$ cat config.mk
export PLATFORM = sky130hd
export DESIGN_NAME = mips_mc_ctrl
export DESIGN_NICKNAME = d
export VERILOG_FILES = /design/src/rtl/mips_mc_ctrl.sv
export SDC_FILE = /design/constraint.sdc
export NUM_CORES = 1
export LEC_CHECK = 0
export CORE_ASPECT_RATIO = 1.1
export CORE_MARGIN = 4
export CORE_UTILIZATION = 39
export CTS_CLUSTER_SIZE = 20
export DETAILED_ROUTE_END_ITERATION = 16
export HOLD_SLACK_MARGIN = 0.03
export PLACE_DENSITY_LB_ADDON = 0.3
export SKIP_CTS_REPAIR_TIMING = 1
export SYNTH_ARGS = -nofsm -noshare
export SYNTH_HDL_FRONTEND = slang
export SYNTH_SLANG_ARGS = --single-unit
$ cat constraint.sdc
create_clock -name clk -period 3.4 [get_ports clk]
set_input_delay 0.51 -clock clk [delete_from_list [all_inputs] [get_ports clk]]
set_output_delay 0.51 -clock clk [all_outputs]
set_load 0.05 [all_outputs]
$ cat src/rtl/mips_mc_ctrl.sv
// Multi-cycle FETCH/DECODE/EXEC/MEM/WB sequencer for the MIPS core, with bounded memory waits.
// Optional perf counters are enabled by defining MIPS_MC_CTRL_PERF_EN.
module mips_mc_ctrl #(
  parameter int unsigned TIMEOUT   = 255,
  parameter int unsigned TIMEOUT_W = 8
) (
  input  logic        clk,
  input  logic        reset,
  input  logic [5:0]  op,
  input  logic [5:0]  funct,
  input  logic        alu_zero,
  input  logic        imem_ready,
  input  logic        dmem_ready,
  output logic        imem_req,
  output logic        ir_we,
  output logic        pc_we,
  output logic [1:0]  pc_src,
  output logic [2:0]  alu_op,
  output logic [1:0]  alu_src_b,
  output logic        rf_we,
  output logic [1:0]  rf_wsel,
  output logic [1:0]  rf_wdsel,
  output logic        dmem_req,
  output logic        dmem_we,
  output logic        illegal,
  output logic        bus_err,
  output logic [3:0]  state_o,
  output logic [31:0] cyc_cnt,
  output logic [31:0] instr_cnt
);

  typedef enum logic [3:0] {
    S_IDLE   = 4'd0,
    S_FETCH  = 4'd1,
    S_DECODE = 4'd2,
    S_EXA    = 4'd3,
    S_EXM    = 4'd4,
    S_EXB    = 4'd5,
    S_MEM    = 4'd6,
    S_WBA    = 4'd7,
    S_WBM    = 4'd8
  } state_t;

  localparam logic [TIMEOUT_W-1:0] TO_CNT = TIMEOUT_W'(TIMEOUT);

  state_t               state_q, state_d;
  logic [TIMEOUT_W-1:0] wait_q, wait_d;
  logic                 timeout;
  logic                 is_r, is_addu, is_subu, is_jr, is_nop;
  logic                 is_ori, is_lw, is_sw, is_beq, is_lui, is_jal;

  assign is_r    = (op == 6'h00);
  assign is_addu = is_r && (funct == 6'h21);
  assign is_subu = is_r && (funct == 6'h23);
  assign is_jr   = is_r && (funct == 6'h08);
  assign is_nop  = is_r && (funct == 6'h00);
  assign is_ori  = (op == 6'h0D);
  assign is_lw   = (op == 6'h23);
  assign is_sw   = (op == 6'h2B);
  assign is_beq  = (op == 6'h04);
  assign is_lui  = (op == 6'h0F);
  assign is_jal  = (op == 6'h03);

  assign timeout = (TIMEOUT != 0) && (wait_q == TO_CNT);
  assign state_o = state_q;

  always_ff @(posedge clk or negedge reset) begin
    if (!reset) begin
      state_q <= S_IDLE;
      wait_q  <= '0;
    end else begin
      state_q <= state_d;
      wait_q  <= wait_d;
    end
  end

  // Wait counter only counts stalled FETCH/MEM cycles; every other path clears it.
  always_comb begin
    state_d   = state_q;
    wait_d    = '0;
    imem_req  = 1'b0;
    ir_we     = 1'b0;
    pc_we     = 1'b0;
    pc_src    = 2'd0;
    alu_op    = 3'd0;
    alu_src_b = 2'd0;
    rf_we     = 1'b0;
    rf_wsel   = 2'd0;
    rf_wdsel  = 2'd0;
    dmem_req  = 1'b0;
    dmem_we   = 1'b0;
    illegal   = 1'b0;
    bus_err   = 1'b0;
    case (state_q)
      S_IDLE: state_d = S_FETCH;
      S_FETCH: begin
        imem_req = 1'b1;
        if (imem_ready) begin
          ir_we   = 1'b1;
          pc_we   = 1'b1;
          state_d = S_DECODE;
        end else if (timeout) begin
          bus_err = 1'b1;
        end else begin
          wait_d = wait_q + 1'b1;
        end
      end
      S_DECODE: begin
        state_d = S_FETCH;
        if (is_jal) begin
          pc_we    = 1'b1;
          pc_src   = 2'd2;
          rf_we    = 1'b1;
          rf_wsel  = 2'd2;
          rf_wdsel = 2'd2;
        end else if (is_jr) begin
          pc_we  = 1'b1;
          pc_src = 2'd3;
        end else if (is_beq) begin
          state_d = S_EXB;
        end else if (is_addu || is_subu || is_ori || is_lui) begin
          state_d = S_EXA;
        end else if (is_lw || is_sw) begin
          state_d = S_EXM;
        end else if (!is_nop) begin
          illegal = 1'b1;
        end
      end
      S_EXA: begin
        if (is_subu) begin
          alu_op = 3'd1;
        end else if (is_ori) begin
          alu_op    = 3'd2;
          alu_src_b = 2'd1;
        end else if (is_lui) begin
          alu_op    = 3'd3;
          alu_src_b = 2'd1;
        end
        state_d = S_WBA;
      end
      S_EXM: begin
        alu_src_b = 2'd2;
        state_d   = S_MEM;
      end
      S_EXB: begin
        alu_op  = 3'd1;
        pc_we   = alu_zero;
        pc_src  = 2'd1;
        state_d = S_FETCH;
      end
      S_MEM: begin
        dmem_req = 1'b1;
        dmem_we  = is_sw;
        if (dmem_ready) begin
          state_d = is_sw ? S_FETCH : S_WBM;
        end else if (timeout) begin
          bus_err = 1'b1;
          state_d = S_FETCH;
        end else begin
          wait_d = wait_q + 1'b1;
        end
      end
      S_WBA: begin
        rf_we   = 1'b1;
        rf_wsel = is_r ? 2'd1 : 2'd0;
        state_d = S_FETCH;
      end
      S_WBM: begin
        rf_we    = 1'b1;
        rf_wdsel = 2'd1;
        state_d  = S_FETCH;
      end
      default: state_d = S_IDLE;
    endcase
  end

`ifdef MIPS_MC_CTRL_PERF_EN
  logic        retire;
  logic [31:0] cyc_q, instr_q;

  assign retire = (state_d == S_FETCH) && (state_q != S_IDLE) && (state_q != S_FETCH)
                  && !illegal && !bus_err;

  always_ff @(posedge clk or negedge reset) begin
    if (!reset) begin
      cyc_q   <= '0;
      instr_q <= '0;
    end else begin
      cyc_q <= cyc_q + 32'd1;
      if (retire) instr_q <= instr_q + 32'd1;
    end
  end

  assign cyc_cnt   = cyc_q;
  assign instr_cnt = instr_q;
`else
  assign cyc_cnt   = '0;
  assign instr_cnt = '0;
`endif

endmodule

==> impl_metrics.ini <==
[status]
outcome = completed

[synthesis]
yosys_warnings = 0
synth.most_common_cell = buf_4
yosys.area.top_type = buf_4
async_reset_ff_share_pct = 100.0
yosysSeqAreaShare_pct = 19.92
synth_area_leaders = buf_4, dfrtp_1, nor2_1
synth_common_cells = buf_4, nor2_1, dfrtp_1
netlist_area_sq_mm = 0.001508
avgSynthCellArea_sq_um = 7.853
ys.flop_type = dfrtp_1
synth_top_area_share_pct = 32.37
synth-edff-count = 0
ys_types = 47
ys_seq_elements = 12
synthCells = 192

[worst_setup_path]
start_kind = primary input
end_kind = primary output
timing.reg2reg.setup_slack_ns = 1.63
path_max_fanout = 7
crit_buf_inv = 2
crit_chain = clkdlybuf4s50_1 > nor4b_1 > o21ai_1 > nor2_1 > clkdlybuf4s50_1
crit_path_max_incr_delay_ns = 0.80
cpMostUsedCell = clkdlybuf4s50_1
crit_family = buffers and inverters
r2r_end = state_o[1]
rr_worst_depth = 4
crit_type = primary input to primary output
cp.arrival_ns = 2.43
critPathSlowestCell = clkdlybuf4s50_1
r2r_start = state_o[2]
worstPathRequired_ns = 2.89

[floorplan]
die_w_microns = 67.28
row_count = 23
ios = 104
die_y_microns = 73.21
initial_core_util_pct = 40.93
core_sq_mm = 0.003684
die-area_sq_mm = 0.004926

[drt]
vias = 1233
dr.first_iter.drc_count = 43
drt-total-wl_microns = 3210
highest_layer = met4
wl_met2_microns = 1624
ant_nets = 0
viasPerCell = 4.435
drt-pass1-iter-count = 4
drc = 0
met1_length_microns = 1299
wl_met3_microns = 258
wire_per_inst_microns = 11.55

[timing]
min_period_ns = 2.944
post-route-period-util_pct = 86.58
finalSetupViolations = 0
maxSlewViolCount = 0
worst_pin_slew_ns = 0.5663
hold_violations = 0
finClkSkew_ns = 0.004489
slew-limit-headroom_pct = 62.13
setup_tns_ns = 0
rsz0062_at_grt = false
fmax_ghz = 0.3397

[grt]
antenna_found_initial = 0
grt_max_degree = 18
track_usage_pct = 12.33
grt_pass1_vias = 1095
overflow = 0
grt_pass1_wl_microns = 4747

[placed_design]
dpl.hpwl_microns = 2674
dp.cells = 275
gp_congestion = 0.8132
io_buffers = 38

[cells_and_area]
diodes = 0
syn_to_final_growth_pct = 14.02
layout-drive-gt1-share_pct = 10.53
nNetsFinal = 248
layoutNonFillerInstCount = 278

[clock_network]
cts_buffers = 3
clock_latency_ns = 0.24
path_clk_slew_ns = 0.05
clockBufferDepth = 2
cts_sinks = 12
cts_tree = done
ctsHtreeMaxLevel = 1
root_buffer = clkbuf_8

[power_and_ir_drop]
p_int_mw = 0.4854
p_per_area_mw_per_mm2 = 650.5
p_leak_nw = 0.7856
ir_drop_v = 0.0004018
netSwitchingPower_mw = 0.6329
share_seq_of_total_power_pct = 21.9
power.share.clock_pct = 11.2
p_sw_share_pct = 56.60
combPwrFrac_pct = 67.0

[worst_hold_path]
hold_path.class = flop to flop
hold_path_startpoint = wait_q[0]
min_to = wait_q[0]
holdPathStages = 1

[run]
drv_cap = 0
==> flip-flops by register name (all words and copies together) (netlist names) <==
signal,count
state_o,4
wait_q,8
==> per-stage QoR <==
stage / util (%) / instance area (sq um) / power (mW) / setup WS (ns) / hold WS (ns)
after floorplan: - / 1754 / 0.8738 / 0.3066 / 0.2144
after global placement: 45.55 / 1678 / 0.9922 / 0.4731 / 0.4676
after detailed placement: 45.55 / 1678 / 0.9890 / 0.4528 / 0.4712
after CTS: 46.67 / 1719 / 1.122 / 0.4475 / 0.4776
after global routing: 46.67 / 1719 / 1.184 / 0.2373 / 0.4917
final: 46.67 / 1719 / 1.118 / 0.4563 / 0.4775
==> kinds of logic after synthesis <==
logic type,synth area share (%)
AOI/OAI and AO/OA,10.21
xor gates and xnor gates,3.485
adders and majority gates,0.8297
buffers and inverters,36.35
DFF,19.92
muxes,1.328
other,0.2487
and+or+nand+nor,27.64
==> layout make-up <==
type                       instances  area, sq um
timing repair buffer              38        390.4
fill                             399         1964
sequential                        12        300.3
tap                               50        62.56
clock buffer                       3        41.29
inverter                           5        18.77
multi-input combinational        170        905.9
==> worst max path at each step <==
stage | startpoint | to | slack (ns) | cells past startpoint
CTS | imem_ready | bus_err | 0.45 | 5
detailed placement | imem_ready | bus_err | 0.45 | 5
global placement | imem_ready | bus_err | 0.47 | 5
global route | op[3] | pc_we | 0.24 | 6
floorplan | op[3] | rf_wsel[0] | 0.31 | 2
finish | imem_ready | bus_err | 0.46 | 5
==> routing by layer <==
metal | GRT usage [%] | vias up
li1 | - | 605
met1 | 14.90 | 572
met2 | 20.63 | 54
met3 | 3.236 | 2
met4 | 4.730 | 0
met5 | 0 | -
==> worst register-to-register path, cell delays in order (launching register included) <==
cell	delay [ns]
dfrtp_1	0.56
nor4bb_1	0.22
o21ai_1	0.39
nor3b_1	0.13
o32a_1	0.36
==> power by group through the flow <==
stage | clock, mW | combinational, mW | sequential, mW
finish | 0.125 | 0.749 | 0.245
global route | 0.141 | 0.790 | 0.253
CTS | 0.131 | 0.747 | 0.243
detailed placement | 0 | 0.744 | 0.245
global placement | 0 | 0.748 | 0.244
floorplan | 0 | 0.615 | 0.259
==> placed cells by master, fill, tap and decap left out, types with 2 or more instances in the layout <==
master and count:
o32a_1 2, clkbuf_8 3, inv_1 5, and2_1 3, xor2_1 5, conb_1 65
nand2b_1 5, nor2_1 18, nor3_1 8, buf_4 8, o32ai_1 3, o21ai_1 2
nand2_1 11, buf_12 3, nand3_1 4, or2_2 2, o21ai_0 3, nor4_1 4
nor2b_1 2, nand4_1 4, clkdlybuf4s50_1 27, a211oi_1 2, mux2i_1 2, dfrtp_1 12
a21oi_1 2, and3_1 2
Power figures use the tool's default switching activity.
